<file path="src/rtl/adc_sample_sched.sv">
// adc_sample_sched: paces AD7980 conversions at a fixed rate and buffers each result on a valid/ready stream.
// Latency: adc_start one cycle after the rate tick; out_valid rises one edge after busy is seen low.
// Backpressure: single-entry output register; an unread word is overwritten and sticky overrun is set.
// Optional feature: define ADC_SCHED_AVG_EN to emit the mean of 2**AVG_LOG2 samples per output word.
module adc_sample_sched #(
  parameter int CLK_PER_SAMPLE = 200,
  parameter int BITS           = 16,
  parameter int TIMEOUT        = 1024,
  parameter int AVG_LOG2       = 2
) (
  input  logic            clk,
  input  logic            rst,
  input  logic            enable,
  output logic            adc_start,
  input  logic            adc_busy,
  input  logic [BITS-1:0] adc_data,
  output logic [BITS-1:0] out_data,
  output logic            out_valid,
  input  logic            out_ready,
  input  logic            clr_flags,
  output logic            overrun,
  output logic            missed_tick,
  output logic            timeout_err
);

  localparam int TW = $clog2(CLK_PER_SAMPLE);
  localparam int OW = (TIMEOUT > 1) ? $clog2(TIMEOUT) : 1;

  // Reject configurations the timer and averager cannot honour.
  if (CLK_PER_SAMPLE < 8 || AVG_LOG2 < 0) begin : g_bad_param
    $error("adc_sample_sched: CLK_PER_SAMPLE must be >= 8 and AVG_LOG2 >= 0");
  end

  typedef enum logic [2:0] {
    IDLE      = 3'd0,
    START     = 3'd1,
    WAIT_BUSY = 3'd2,
    CONV      = 3'd3,
    CAPTURE   = 3'd4
  } state_t;

  state_t          state;
  state_t          state_nxt;
  logic [TW-1:0]   tmr;
  logic            tick;
  logic            pending;
  logic            consume;
  logic [OW-1:0]   tmo_cnt;
  logic            cap;
  logic            load;
  logic [BITS-1:0] load_dat;
  logic            ovr_set;

  assign tick = enable && (tmr == TW'(CLK_PER_SAMPLE - 1));

  // Free-running rate timer while enabled; tick on the wrap back to zero.
  always_ff @(posedge clk) begin
    if (rst || !enable || tick) tmr <= '0;
    else                        tmr <= tmr + 1'b1;
  end

  // Single-deep tick request; dropped when the timer is disabled.
  always_ff @(posedge clk) begin
    if (rst) pending <= 1'b0;
    else     pending <= tick | (pending & ~consume & enable);
  end

  // FSM state register.
  always_ff @(posedge clk) begin
    if (rst) state <= IDLE;
    else     state <= state_nxt;
  end

  // Next-state and per-state strobes; busy wins over a timeout in the same cycle.
  always_comb begin
    state_nxt   = state;
    consume     = 1'b0;
    adc_start   = 1'b0;
    timeout_err = 1'b0;
    cap         = 1'b0;
    case (state)
      IDLE: begin
        if (pending) begin
          consume   = 1'b1;
          state_nxt = START;
        end
      end
      START: begin
        adc_start = 1'b1;
        state_nxt = WAIT_BUSY;
      end
      WAIT_BUSY: begin
        if (adc_busy) begin
          state_nxt = CONV;
        end else if (tmo_cnt == OW'(TIMEOUT - 1)) begin
          timeout_err = 1'b1;
          state_nxt   = IDLE;
        end
      end
      CONV: begin
        if (!adc_busy) state_nxt = CAPTURE;
      end
      CAPTURE: begin
        cap       = 1'b1;
        state_nxt = IDLE;
      end
      default: state_nxt = IDLE;
    endcase
  end

  // Clocks spent waiting for busy; zeroed by every start pulse.
  always_ff @(posedge clk) begin
    if (rst || state == START)  tmo_cnt <= '0;
    else if (state == WAIT_BUSY) tmo_cnt <= tmo_cnt + 1'b1;
  end

`ifdef ADC_SCHED_AVG_EN
  localparam int AW = BITS + AVG_LOG2;
  localparam int CW = (AVG_LOG2 > 0) ? AVG_LOG2 : 1;

  logic [AW-1:0] acc;
  logic [AW-1:0] acc_sum;
  logic [CW-1:0] acc_cnt;
  logic          acc_last;

  assign acc_sum  = acc + AW'(adc_data);
  assign acc_last = (acc_cnt == CW'((1 << AVG_LOG2) - 1));
  assign load     = cap && acc_last;
  assign load_dat = BITS'(acc_sum >> AVG_LOG2);

  // Sum samples until the block is complete; a disabled, idle scheduler restarts the block.
  always_ff @(posedge clk) begin
    if (rst) begin
      acc     <= '0;
      acc_cnt <= '0;
    end else if (cap) begin
      if (acc_last) begin
        acc     <= '0;
        acc_cnt <= '0;
      end else begin
        acc     <= acc_sum;
        acc_cnt <= acc_cnt + 1'b1;
      end
    end else if (!enable && state == IDLE) begin
      acc     <= '0;
      acc_cnt <= '0;
    end
  end
`else
  assign load     = cap;
  assign load_dat = adc_data;
`endif

  // Output holding register; a load with ready high also retires the old word.
  always_ff @(posedge clk) begin
    if (rst) begin
      out_data  <= '0;
      out_valid <= 1'b0;
    end else if (load) begin
      out_data  <= load_dat;
      out_valid <= 1'b1;
    end else if (out_valid && out_ready) begin
      out_valid <= 1'b0;
    end
  end

  assign ovr_set = load && out_valid && !out_ready;

  // Sticky flags; a set event beats a simultaneous clear.
  always_ff @(posedge clk) begin
    if (rst) begin
      overrun     <= 1'b0;
      missed_tick <= 1'b0;
    end else begin
      overrun     <= ovr_set | (overrun & ~clr_flags);
      missed_tick <= (tick & pending) | (missed_tick & ~clr_flags);
    end
  end

endmodule

</file>
<file path="config.mk">
export PLATFORM = sky130hd
export DESIGN_NAME = adc_sample_sched
export DESIGN_NICKNAME = d
export VERILOG_FILES = /design/src/rtl/adc_sample_sched.sv
export SDC_FILE = /design/constraint.sdc
export NUM_CORES = 1
export LEC_CHECK = 0
export ABC_AREA = 1
export BUFFER_PORTS_ARGS = -buffer_cell sky130_fd_sc_hd__buf_2
export CAP_MARGIN = 20
export CORE_ASPECT_RATIO = 1.25
export CORE_MARGIN = 3
export CORE_UTILIZATION = 51
export CTS_CLUSTER_SIZE = 24
export DETAILED_ROUTE_END_ITERATION = 10
export GPL_ROUTABILITY_DRIVEN = 0
export PLACE_DENSITY = 0.77
export RECOVER_POWER = 25
export SLEW_MARGIN = 20
export SYNTH_ARGS = -nofsm -noshare
export SYNTH_HDL_FRONTEND = slang
export SYNTH_SLANG_ARGS = --single-unit
</file>
<file path="constraint.sdc">
create_clock -name clk -period 1.65 [get_ports clk]
set_input_delay 0 -clock clk [delete_from_list [all_inputs] [get_ports clk]]
set_output_delay 0 -clock clk [all_outputs]
set_load 0.05 [all_outputs]
</file>
# Word level (Yosys, flattened, before mapping)
# Cells that the tools add are included.
# word_totals
regBits	41
input_bits	22
output_inout_bits	21
elab_cells	55
# op_classes
add_sub_neg	2
eq_ne	9
n_mux	14
bitwise	10
reduce_logical	12
# ops
operator	n
2-to-1 mux 3 bit	4
case mux 3 bit (4 select lines)	1
adder 10 x 1 -> 10 bit (second input constant)	1
== test 10 bit (second input constant)	1
2-to-1 mux 1 bit	9
adder 8 x 1 -> 8 bit (second input constant)	1
== test 8 bit (second input constant)	1
== test 3 x 2 -> 1 bit (second input constant)	2
bitwise AND 1 bit	5
logical AND 1 bit	4
inequality test 2 bit (second input constant)	2
== test 3 x 1 -> 1 bit (second input constant)	1
== test 3 bit (second input constant)	1
logical NOT 3 bit	1
logical OR 1 bit	3
inequality test 3 bit (second input constant)	1
bitwise OR 1 bit	3
AND reduction 3 bit	1
logical NOT 1 bit	2
NOT 1 bit	2
nonzero test 2 bit	1

# Longest topological paths before layout
# logic_depth
depth_word	6
mapped_depth	8
depth_no_buf	8

# Worst setup path after synthesis
# Ideal clock, no wire load.
# synth_timing
path_kind	reg2out
startpoint	register tmo_cnt[0]
endpoint	output port timeout_err
arrival_time_ns	1.845
t_required_ns	1.650
slack_ns	-0.195
stages_incl_launch_ff	6
path_buffers	0
path_cell_list	dfxtp_1 ha_1 nand2_1 nor2_1 nand3b_1 nor3_1
# synth_between
elab_chain_cells	4
# synth_lines
item	line_no	source
from (decl)	48	logic [OW-1:0] tmo_cnt;
from (signal assigned)	114	else if (state == WAIT_BUSY) tmo_cnt <= tmo_cnt + 1'b1;
== test 10 bit	95	end else if (tmo_cnt == OW'(TIMEOUT - 1)) begin
2-to-1 mux 1 bit	95	
2-to-1 mux 1 bit	93	if (adc_busy) begin
2-to-1 mux 1 bit	81	case (state)
to (decl)	23	output logic timeout_err
# No other way between the ends.

# Worst setup path in the final report
# Ends and elaborated chain as after synthesis.

==> summary.md <==
| Metric | Value |
|---|---|
| Run status | completed |
| Arrival time worst endpoint | 1.53 ns |
| Die H | 70.3 um |
| Area occupied by registers | 823 um2 |
| Number of endpoints with negative hold slack in the final report | 0 |
| Avg Vias per Cell | 5.05 |
| Tot GR Track Use | 18.8% |
| Area contributors post-synth | sky130_fd_sc_hd__dfxtp_1 49%, sky130_fd_sc_hd__nor2_1 10%, sky130_fd_sc_hd__o21ai_0 6.5% |
| Fraction of final layout cells sized beyond drive strength 1 | 16.6% |
| Initial antenna violation count | 0 |
| Switching Share | 32.5% |
| Peak Freq | 652 MHz |
| Maximum net fanout on the critical path | 3 |
| Transition at the pin with the smallest max-transition slack | 0.617 ns |
| Initial DRC Count | 78 |
| Number of sinks driven by the clock tree | 41 |
| Switching Power | 0.653 mW |
| Met3 wire length | 272 um |
| Total routed wirelength | 3700 um |
| Synth Warn # | 0 |
| Depth of the CTS H-tree | 2 |
| Synthesized instance count | 223 |
| Antenna violation net count after detailed routing | 0 |
| Kind of start point of the critical path | flop |
| Number of post-CTS setup repair buffers | 0 |
| Wire length of the first global-routing pass | 6000 um |
| Bufs on Longest Clock Path | 2 |
| Cell type with the highest aggregate area in the netlist | sky130_fd_sc_hd__dfxtp_1 |
| Ratio of final minimum period to clock period | 92.9% |
| Number of design rule violations left after detail routing | 0 |
| Top cell type's share of synthesized area | 48.6% |
| Number of global-route vias before repair | 1,380 |
| Die area | 4040 um2 |
| End of the critical path | timeout_err |
| Length of routed wiring on met1 | 1650 um |
| Post-DR wirelength/cell | 11.4 um |
| Clock period minus worst slack | 1.53 ns |
| Core area | 3060 um2 |
| Uppermost layer routed | met4 |
| Worst Reg2Reg Path Length in Cells | 5 |
| Sequential share of power | 53.8% |
| Starting density of the core | 55.2% |
| Global-route congestion overflow total | 0 |
| Fill count | 245 |
| Worst rel slew slack | 59.0% |
| WP data required | 1.65 ns |
| Setup Crit Path Kind | flop to primary output |
| Hold Slack | 0.0592 ns |
| Reg-to-reg endpoint | out_data[14] |
| Cell Area, Synth | 1690 um2 |
| Post-synthesis sequential area ratio | 48.6% |
| Combined area of the multi-input logic cells | 772 um2 |
| Design Power | 2.01 mW |
| Reported max-cap violation count | 0 |
| Cell at the root of the clock tree | sky130_fd_sc_hd__clkbuf_4 |
| Synthesized area per cell | 7.57 um2 |
| Netlist cell types | 24 |
| Row cnt | 22 |
| Power density of the placed cells | 917 nW/um2 |
| Net count of the mapped netlist | 247 |
| Total clock buffers created by CTS | 5 |
| Most frequent cells in the layout | 45 x sky130_fd_sc_hd__nor2_1, 39 x sky130_fd_sc_hd__dfxtp_1, 28 x sky130_fd_sc_hd__nand2_1, 27 x sky130_fd_sc_hd__buf_2, 22 x sky130_fd_sc_hd__o21ai_0 |
| Top-level I/O count | 43 |
| Met2 layer wire length in the routed design | 1700 um |
| Setup clock skew after layout | 0.00633 ns |
| Width of the die | 57.5 um |
| Final antenna diode count | 0 |
| Number of slew-limit violations in the final report | 0 |
| Part of the total power dissipated in the clock network | 24.1% |
| Worst supply voltage drop on vdd | 0.777 mV |
| Most common cell after layout, fill and taps aside | sky130_fd_sc_hd__nor2_1 |
| Clock-pin slew of the registers on the worst-case setup and hold paths | 0.12 ns |
| Internal Dissipation | 1.35 mW |
| Clock tree from TritonCTS | built |
| R2R Path Start | state[0] |
| Vias post-DR | 1,646 |
| Leakage power summed over all cells | 0.882 nW |
| R2R Setup Slk | 0.30 ns |
| Logic gate share of total power | 22.1% |
| Area overhead of the layout relative to synthesis | 29.7% |
| First drt pass iteration count | 4 |
| Clock latency reported for the late side of the worst-skew pair | 0.35 ns |
| Class of the tightest hold or removal check | primary input to flop |
| # setup viols final | 0 |
| Post-DP HPWL | 2380 um |
| Largest net degree at the start of global routing | 20 |
| Port-buffer cells | 42 |
| Endpoint type of the worst setup path | primary output |
| Final #Nets | 313 |
| Start point of the critical path | tmo_cnt[0] |
| Total of flip-flops plus latches after synthesis | 41 |
-- worst min path at each step --
stage	start	to	slack, ns	cells after the start
2_1_floorplan	rst	state[2]	0.08	1
3_3_place_gp	rst	state[2]	0.20	2
3_5_place_dp	rst	state[2]	0.21	2
4_1_cts	adc_busy	state[0]	0.04	5
5_1_grt	adc_busy	state[0]	0.10	5
6_report	adc_busy	state[0]	0.06	5
-- timing repair --
item,in CTS,in global routing
setup endpoints to repair,1,1
endpoints found under the hold margin,23,0
hold buffers,20,0
gates resized for setup,1,4
-- critical path, cell delays in order (launching register included) --
cell	delay, ns
sky130_fd_sc_hd__dfxtp_2	0.36
sky130_fd_sc_hd__ha_1	0.16
sky130_fd_sc_hd__nand2_1	0.10
sky130_fd_sc_hd__nor2_1	0.11
sky130_fd_sc_hd__nand3b_1	0.12
sky130_fd_sc_hd__nor3_2	0.15
sky130_fd_sc_hd__buf_6	0.18
-- per-stage QoR --
step / cell area, um2 / std cells / setup WS, ns / util [%] / setup TNS [ns]
6_report: 2190 / 326 / 0.117 / 71.6 / 0
5_1_grt: 2190 / 326 / -0.0108 / 71.6 / -0.0108
4_1_cts: 2200 / 326 / 0.0546 / 71.9 / 0
3_5_place_dp: 1940 / 298 / 0.311 / 63.5 / 0
3_3_place_gp: 1940 / 298 / 0.371 / 63.5 / 0
2_1_floorplan: 1690 / 223 / 0.225 / - / 0
-- cell type report --
cell class	instances	share of cell area [%]
clock inverter	3	0.800
multi-input combinational	155	35.3
inverter	23	3.95
timing repair buffer	63	18.6
sequential	41	37.6
clock buffer	5	1.72
tap	36	2.06
-- registers in the layout, summed over array words and instances, names as in the netlist --
name         count
state            3
tmr              8
pending          1
out_data        16
missed_tick      1
out_valid        1
tmo_cnt         10
overrun          1
-- logic make-up after synthesis --
family	Yosys count	share of synthesized area, %
DFF	41	48.6
AOI/OAI and AO/OA	38	11.7
and+or+nand+nor	113	31.1
adders and majority gates	2	1.48
xor gates and xnor gates	2	1.04
buffers and inverters	27	6.08
-- metal layers --
layer	vias to the layer above	track usage, %
met5	-	0
met4	0	7.99
met1	726	23.3
met2	47	29.0
li1	864	-
met3	9	6.47
-- synthesized netlist by cell type --
| cell type | count |
|---|---|
| sky130_fd_sc_hd__nor2_1 | 46 |
| sky130_fd_sc_hd__dfxtp_1 | 41 |
| sky130_fd_sc_hd__nand2_1 | 28 |
| sky130_fd_sc_hd__o21ai_0 | 22 |
| sky130_fd_sc_hd__inv_1 | 21 |
| sky130_fd_sc_hd__a21oi_1 | 13 |
| sky130_fd_sc_hd__nand3_1 | 13 |
| sky130_fd_sc_hd__nor3_1 | 8 |
| sky130_fd_sc_hd__nand4_1 | 5 |
| sky130_fd_sc_hd__nand3b_1 | 4 |
| sky130_fd_sc_hd__clkbuf_1 | 3 |
| sky130_fd_sc_hd__ha_1 | 2 |
| sky130_fd_sc_hd__inv_2 | 2 |
| sky130_fd_sc_hd__nor2_4 | 2 |
| sky130_fd_sc_hd__nor3b_1 | 2 |
| sky130_fd_sc_hd__o21bai_1 | 2 |
| sky130_fd_sc_hd__xor2_1 | 2 |
| sky130_fd_sc_hd__and3_1 | 1 |
| sky130_fd_sc_hd__buf_2 | 1 |
| sky130_fd_sc_hd__nand2_2 | 1 |
| sky130_fd_sc_hd__nand3_4 | 1 |
| sky130_fd_sc_hd__o31ai_1 | 1 |
| sky130_fd_sc_hd__or2_0 | 1 |
| sky130_fd_sc_hd__or2_2 | 1 |
-- power by group through the flow --
| stage | registers (mW) | clock network, mW | logic (mW) |
|---|---|---|---|
| 5_1_grt | 1.09 | 0.545 | 0.498 |
| 3_5_place_dp | 1.10 | 0 | 0.408 |
| 6_report | 1.08 | 0.483 | 0.444 |
| 2_1_floorplan | 1.12 | 0 | 0.291 |
| 3_3_place_gp | 1.10 | 0 | 0.408 |
| 4_1_cts | 1.08 | 0.504 | 0.446 |
Power figures use the tool's default switching activity.
